## src/rtl/fifo_wr_arbiter_if.sv

```systemverilog
// fifo_wr_arbiter_if: requester, FIFO write-port and grant-status signals of the write arbiter
interface fifo_wr_arbiter_if #(
    parameter int DATASIZE = 8,
    parameter int NREQ     = 4
);
    localparam int IDW = $clog2(NREQ);
    logic [NREQ-1:0]          req_valid;
    logic [NREQ-1:0]          req_last;
    logic [NREQ*DATASIZE-1:0] req_data;
    logic [NREQ-1:0]          req_ready;
    logic                     wfull;
    logic                     winc;
    logic [DATASIZE-1:0]      wdata;
    logic                     grant_active;
    logic [IDW-1:0]           grant_id;
    logic                     burst_cut;
    modport master (
        output req_valid, req_last, req_data, wfull,
        input  req_ready, winc, wdata, grant_active, grant_id, burst_cut
    );
    modport slave (
        input  req_valid, req_last, req_data, wfull,
        output req_ready, winc, wdata, grant_active, grant_id, burst_cut
    );
endinterface

```

## src/rtl/fifo_wr_arbiter.sv

```systemverilog
// fifo_wr_arbiter: round-robin, burst-granted sharing of the async FIFO write port among NREQ requesters
module fifo_wr_arbiter #(
    parameter int DATASIZE = 8,
    parameter int NREQ     = 4,
    parameter int MAXBURST = 16
) (
    input logic wclk,
    input logic wrst,
    fifo_wr_arbiter_if.slave bus
);
    localparam int IDW = $clog2(NREQ);
    localparam int CW  = $clog2(MAXBURST + 1);
    typedef enum logic {IDLE, BURST} state_t;
    state_t         state;
    logic [IDW-1:0] last_grant, winner, cand;
    logic [CW-1:0]  beat_cnt;
    logic           cur_last, done;
    // scan from farthest to nearest so the nearest valid after last_grant wins
    always_comb begin
        winner = last_grant;
        cand   = '0;
        for (int k = NREQ; k >= 1; k--) begin
            cand = IDW'((int'(last_grant) + k) % NREQ);
            if (bus.req_valid[cand]) winner = cand;
        end
    end
    always_comb begin
        bus.wdata = '0;
        for (int i = 0; i < NREQ; i++)
            if (bus.grant_id == IDW'(i)) bus.wdata = bus.req_data[i*DATASIZE +: DATASIZE];
    end
    assign bus.winc      = bus.grant_active & bus.req_valid[bus.grant_id] & ~bus.wfull;
    assign bus.req_ready = (bus.grant_active & ~bus.wfull) ? (NREQ'(1) << bus.grant_id) : '0;
    assign cur_last      = bus.req_last[bus.grant_id];
    assign done          = bus.winc & (cur_last | (beat_cnt == CW'(MAXBURST - 1)));
    always_ff @(posedge wclk or posedge wrst) begin
        if (wrst) begin
            state            <= IDLE;
            bus.grant_active <= 1'b0;
            bus.grant_id     <= '0;
            bus.burst_cut    <= 1'b0;
            beat_cnt         <= '0;
            last_grant       <= IDW'(NREQ - 1);
        end else begin
            bus.burst_cut <= done & ~cur_last;
            if (state == IDLE && |bus.req_valid) begin
                state            <= BURST;
                bus.grant_active <= 1'b1;
                bus.grant_id     <= winner;
                beat_cnt         <= '0;
            end else if (state == BURST && bus.winc) begin
                beat_cnt <= beat_cnt + CW'(1);
                if (done) begin
                    state            <= IDLE;
                    bus.grant_active <= 1'b0;
                    last_grant       <= bus.grant_id;
                end
            end
        end
    end
endmodule

```

## src/flat_wrapper.sv

```systemverilog
// flat-port wrapper written by rule: the top's interface ports become plain ports
module fifo_wr_arbiter_flat 
#(
    parameter int DATASIZE = 8,
    parameter int NREQ     = 4,
    parameter int MAXBURST = 16
)
  (wclk, wrst, bus_req_valid, bus_req_last, bus_req_data, bus_wfull, bus_req_ready, bus_winc, bus_wdata, bus_grant_active, bus_grant_id, bus_burst_cut);
  fifo_wr_arbiter_if #(.DATASIZE(DATASIZE), .NREQ(NREQ)) bus_i ();
  input logic wclk;
  input logic wrst;
  input wire logic [$bits(bus_i.req_valid)-1:0] bus_req_valid;
  input wire logic [$bits(bus_i.req_last)-1:0] bus_req_last;
  input wire logic [$bits(bus_i.req_data)-1:0] bus_req_data;
  input wire logic [$bits(bus_i.wfull)-1:0] bus_wfull;
  output wire logic [$bits(bus_i.req_ready)-1:0] bus_req_ready;
  output wire logic [$bits(bus_i.winc)-1:0] bus_winc;
  output wire logic [$bits(bus_i.wdata)-1:0] bus_wdata;
  output wire logic [$bits(bus_i.grant_active)-1:0] bus_grant_active;
  output wire logic [$bits(bus_i.grant_id)-1:0] bus_grant_id;
  output wire logic [$bits(bus_i.burst_cut)-1:0] bus_burst_cut;
  assign bus_i.req_valid = bus_req_valid;
  assign bus_i.req_last = bus_req_last;
  assign bus_i.req_data = bus_req_data;
  assign bus_i.wfull = bus_wfull;
  assign bus_req_ready = bus_i.req_ready;
  assign bus_winc = bus_i.winc;
  assign bus_wdata = bus_i.wdata;
  assign bus_grant_active = bus_i.grant_active;
  assign bus_grant_id = bus_i.grant_id;
  assign bus_burst_cut = bus_i.burst_cut;
  fifo_wr_arbiter #(.DATASIZE(DATASIZE), .NREQ(NREQ), .MAXBURST(MAXBURST)) u_core (.wclk(wclk), .wrst(wrst), .bus(bus_i));
endmodule
```

## config.mk

```make
export PLATFORM = sky130hd
export DESIGN_NAME = fifo_wr_arbiter_flat
export DESIGN_NICKNAME = d
export VERILOG_FILES = /design/src/rtl/fifo_wr_arbiter_if.sv /design/src/rtl/fifo_wr_arbiter.sv /design/src/flat_wrapper.sv
export SDC_FILE = /design/constraint.sdc
export NUM_CORES = 1
export LEC_CHECK = 0
export BUFFER_PORTS_ARGS = -buffer_cell sky130_fd_sc_hd__buf_2
export CORE_MARGIN = 3
export CORE_UTILIZATION = 38
export DETAILED_ROUTE_END_ITERATION = 6
export PLACE_DENSITY = 0.83
export RECOVER_POWER = 25
export SLEW_MARGIN = 10
export SYNTH_ARGS = -nofsm -noshare
export SYNTH_HDL_FRONTEND = slang
export SYNTH_SLANG_ARGS = --single-unit
```

## constraint.sdc

```tcl
create_clock -name wclk -period 1.9 [get_ports wclk]
set_input_delay 0.095 -clock wclk [delete_from_list [all_inputs] [get_ports wclk]]
set_output_delay 0.095 -clock wclk [all_outputs]
set_load 0.005 [all_outputs]
```

==> results of run 1 <==
path summary, 6_finish.rpt:
path	endpoint	cells after the start	slack, ps
worst max register to register	u_core.last_grant[0]	6	70
worst min-delay path	u_core.bus.grant_id[0]	3	240
worst max-delay path	u_core.last_grant[0]	6	70
min in group asynchronous	u_core.beat_cnt[2]	3	360
worst min register to register	u_core.beat_cnt[3]	1	490
max in group asynchronous	u_core.last_grant[1]	3	1200
per-stage QoR:
stage	cell area, sq um	TNS, ps	util	hold slack (ps)
floorplan	923.4	0	-	-53.99
global placement	1272	0	0.5644	96.19
detailed placement	1272	-11.00	0.5644	115.6
CTS	1320	0	0.5855	236.1
global route	1335	0	0.5921	289.0
finish	1335	0	0.5921	244.8
cells by family after synthesis:
logic type / synth area share
and+or+nand+nor: 0.1789
adders and majority gates: 0.02710
buffers and inverters: 0.06097
DFF: 0.3008
AOI/OAI and AO/OA: 0.1030
muxes: 0.3293
power breakdown:
group | leakage (nW) | switching, mW | internal, mW
Combinational | 0.533 | 0.483 | 0.566
Sequential | 0.136 | 0.101 | 0.328
Clock | 0.0150 | 0.0832 | 0.0813
cell usage after synthesis (2+ instances only):
cell and count:
mux4_2 8, nand2b_1 2, clkbuf_1 2, a21oi_1 2
and3_1 3, mux2i_1 6, o21ai_0 2, nand3_1 4
ha_1 2, inv_1 5, nand2_1 7, dfrtp_1 9
o21ai_1 3, mux2_1 2, nor2_1 5, buf_2 3
dfstp_2 2
sequential cells by signal, summed over array words and instances, names as in the netlist:
register,count
u_core.beat_cnt,5
u_core.bus.burst_cut,1
u_core.bus.grant_id,2
u_core.last_grant,2
u_core.state,1
worst max-delay path, cell delays in order (launching register included):
cell	delay [ps]
dfrtp_1	390
ha_2	190
and3_1	180
ha_2	190
or3_4	380
nand4_4	110
mux2_1	320
final cells by class:
| cell class | count | area [sq um] |
|---|---|---|
| Clock buffer | 4 | 26.28 |
| Fill cell | 196 | 919.6 |
| Inverter | 6 | 22.52 |
| Multi-Input combinational cell | 65 | 606.8 |
| Sequential cell | 11 | 279.0 |
| Tap cell | 28 | 35.03 |
| Timing Repair Buffer | 68 | 365.4 |
layer usage:
metal	vias to the layer above	part of all wire	track usage
met5	-	0	0
li1	468	-	-
met4	0	0.012	0.03819
met1	459	0.39	0.2444
met2	59	0.50	0.3429
met3	6	0.095	0.05374
repair_timing:
item,CTS,global route
gates resized for setup,1,4
hold buffers,1,0
endpoints found under the setup margin,1,3
endpoints found under the hold margin,9,0
setup buffers,1,0
==> reports/metrics.cfg, run 1 <==
[placement]
dp_hpwl_um = 2456
place_congestion = 0.8510
dp_slack_ps = -11.00
io_buffers = 59
place_inst = 176

[yosys]
synthTopCellsByArea = dfrtp_1, mux4_2, mux2i_1
synth_flop_cell = dfrtp_1
avgSynthCellArea_sq_um = 10.49
synth_cell_types = 38
synth_edf_count = 0
syn_area_sq_um = 923.4
yosysWarnings = 0
synth_top_area_cell = dfrtp_1
synth_top_area_frac = 0.2439
synthArstFlopShare = 1.000
synth-seq-cells = 11
syn-num-nets = 133
ys_seq_area_frac = 0.3008
syn_inst = 88

[route]
routed-via-count = 992
post_drt_wl_per_cell_um = 16.60
ant_nets = 0
drt-pass1-iter-count = 4
drcViolationCount = 0
initialDrtViolationCount = 32
vias_per_cell = 5.451
drt_wl_total_um = 3022

[worst_setup_path]
rr_startpoint = u_core.beat_cnt[0]
startpoint = u_core.beat_cnt[0]
critPathCaptureType = flop
required_ps = 2100
cp_max_fo = 3
critical_path_class = flop to flop
critPathLaunchType = flop
critPathArrivalTime_ps = 2020

[timing]
slew_viol_final = 0
tightestPinTransition_ps = 727.5
hold_viol = 0
clock_skew_ps = 3.240
min_period_ps = 1827
setup_slack_ps = 72.95
setup_viol = 0
rsz0062_at_grt = false
relSlewSlack = 0.5086
fmax_mhz = 547.3
fin_crit_sh = 0.9616

[min_path]
min_from = bus_req_valid[3]
hold_class = input pin to flop

[outcome]
status = finished, final reports clean

[clock_network]
cts_made_buffers = 3
worstSkewPairLatency_ps = 270
clk_pin_slew_ps = 80
tritoncts = yes
clkSinkCount = 11
root_buffer = clkbuf_4
clockBufferDepth = 2
h-tree-depth = 1

[die]
coreArea_sq_um = 2255
rows = 17
die_w_um = 55.30
initial_core_util = 0.4095
die-area_sq_um = 3058
io_pins = 60
die_h_um = 55.30

[global_route]
grt-ovfl-total = 0
grt_pass1_wl_um = 4878
antenna_found_initial = 0
grt_max_degree = 12
track_usage = 0.1972
grt_pass1_vias = 1061

[power]
ir_drop_mv = 0.7467
power_mw = 1.643
p_leak_nw = 0.6840
powerDensity_nw_per_um2 = 1230

[flow_run]
drv_cap = 0

[final_layout]
layout_common_cells = buf_2, mux4_2, buf_4, dfrtp_1, nand2_1
drive_above_1_share = 0.5844
nNetsFinal = 200
antenna_cells = 0
area_delta_synth_final_pct = 44.58
mostFrequentLayoutCell = buf_2
fin_cells = 182

No activity file was read; power rests on OpenSTA's default activity.
==> run 2: changes to the inputs <==
--- a/config.mk
+++ b/config.mk
@@ -6,6 +6,7 @@
 export NUM_CORES = 1
 export LEC_CHECK = 0
 export BUFFER_PORTS_ARGS = -buffer_cell sky130_fd_sc_hd__buf_2
+export CORE_ASPECT_RATIO = 1.4
 export CORE_MARGIN = 3
 export CORE_UTILIZATION = 38
 export DETAILED_ROUTE_END_ITERATION = 6
==> reports/metrics.cfg, run 2 (synthesis results as in run 1) <==
[outcome]
status = finished, final reports clean

[placement]
dp_hpwl_um = 2127
io_buffers = 59
place_congestion = 0.7917

[timing]
relSlewSlack = 0.7179
hold_ws_ps = 225.0
setup_viol = 0
min_period_ps = 1857
tightestPinTransition_ps = 422.7
hold_viol = 0
slew_viol_final = 0
clock_skew_ps = 6.651
fmax_mhz = 538.6
fin_crit_sh = 0.9771

[die]
rows = 20
initial_core_util = 0.4100
die-area_sq_um = 3066
coreArea_sq_um = 2252
die_w_um = 47.66
die_h_um = 64.33
io_pins = 60

[power]
swShare = 0.3942
combPwrFrac = 0.636
ir_drop_mv = 0.7256
internal_power_mw = 0.9804
powerDensity_nw_per_um2 = 1208
pwr-share-seq = 0.262
clkPwrFrac = 0.102
p_leak_nw = 0.6916
p_sw_mw = 0.6379

[global_route]
use_met3 = 0.03099
grt_pass1_wl_um = 3719
grt_use_met2 = 0.3171
grt_pass1_vias = 940
grt_max_degree = 12
antenna_found_initial = 0
track_usage = 0.1642
grt-ovfl-total = 0
grt_busiest_layer = met2
grt_use_met1 = 0.1504

[route]
routed-via-count = 978
drcViolationCount = 0
post_drt_wl_per_cell_um = 14.76
drt-pass1-iter-count = 4
ant_nets = 0
vias_per_cell = 5.525
initialDrtViolationCount = 27
drt_wl_total_um = 2612

[worst_setup_path]
required_ps = 2100
cp_max_fo = 3
critical_path_class = flop to flop
critPathArrivalTime_ps = 2060
critPathLaunchType = flop
critPathCaptureType = flop

[min_path]
hold_class = input pin to flop

[clock_network]
h-tree-depth = 1
tritoncts = yes
clkSinkCount = 11
worstSkewPairLatency_ps = 270
clk_pin_slew_ps = 80
clockBufferDepth = 2
root_buffer = clkbuf_4
cts_made_buffers = 3

[final_layout]
layout_common_cells = buf_2, mux4_2, buf_4, dfrtp_1, nand2_1
antenna_cells = 0
multi_input_area_sq_um = 608.1
final_util = 0.5950
nNetsFinal = 201
regMostFlops = u_core.beat_cnt
area_delta_synth_final_pct = 45.12
drive_above_1_share = 0.5806
mostFrequentLayoutCell = buf_2
reg_top3 = u_core.beat_cnt x5, u_core.bus.grant_id x2, u_core.last_grant x2
largest_reg_flops = 5
final-seq-area_sq_um = 279.0
num-fill-cells = 204

[flow_run]
drv_cap = 0

==> run 2: repair_timing <==
action | in CTS | in global routing
gates resized for setup | 0 | 6
setup buffers | 0 | 2
hold buffers | 1 | 0
hold endpoints to repair | 9 | 0
setup endpoints to repair | 0 | 5
==> run 2: critical path, cell delays in order, from the launching register on <==
cell     delay, ps
dfrtp_1        400
ha_2           200
and3_1         180
ha_2           190
or3_4          390
nand4_4        110
mux2_1         320
==> run 2: metrics by stage <==
step | setup slack (ps) | setup TNS (ps) | cells | instance area, sq um | total power, mW
detailed placement | 17.92 | 0 | 170 | 1265 | 1.389
global route | -7.635 | -7.635 | 177 | 1340 | 1.753
finish | 43.50 | 0 | 177 | 1340 | 1.618
global placement | 77.87 | 0 | 170 | 1265 | 1.354
floorplan | 73.95 | 0 | 88 | 923.4 | 1.059
CTS | 12.37 | 0 | 175 | 1301 | 1.548
==> run 2: final timing paths <==
check | to | from | slack [ps] | cells past startpoint
hold reg to reg | u_core.beat_cnt[3] | u_core.beat_cnt[3] | 490 | 1
setup / recovery | u_core.last_grant[1] | u_core.beat_cnt[0] | 40 | 6
max in group asynchronous | u_core.last_grant[1] | wrst | 1230 | 3
min in group asynchronous | u_core.state | wrst | 350 | 3
hold / removal | u_core.bus.burst_cut | bus_req_last[1] | 220 | 4
setup reg to reg | u_core.last_grant[1] | u_core.beat_cnt[0] | 40 | 6
==> run 2: routing by layer <==
layer / vias up / routed length, um
met1: 446 / 949
met5: - / 0
li1: 468 / -
met3: 2 / 344
met4: 0 / 27
met2: 62 / 1290
==> run 2: power by group through the flow <==
stage | logic, mW | registers, mW | clock network (mW)
5_1_grt | 1.15 | 0.437 | 0.171
4_1_cts | 0.969 | 0.419 | 0.160
3_3_place_gp | 0.938 | 0.416 | 0
2_1_floorplan | 0.682 | 0.377 | 0
3_5_place_dp | 0.966 | 0.423 | 0
6_report | 1.03 | 0.423 | 0.165
==> run 2: cell type report <==
cell class,count,share of cell area
clock buffers,4,0.01961
inverters,6,0.01681
multi-input cells,65,0.4538
flip-flops and latches,11,0.2082
well taps,22,0.02054
repair buffers,69,0.2810
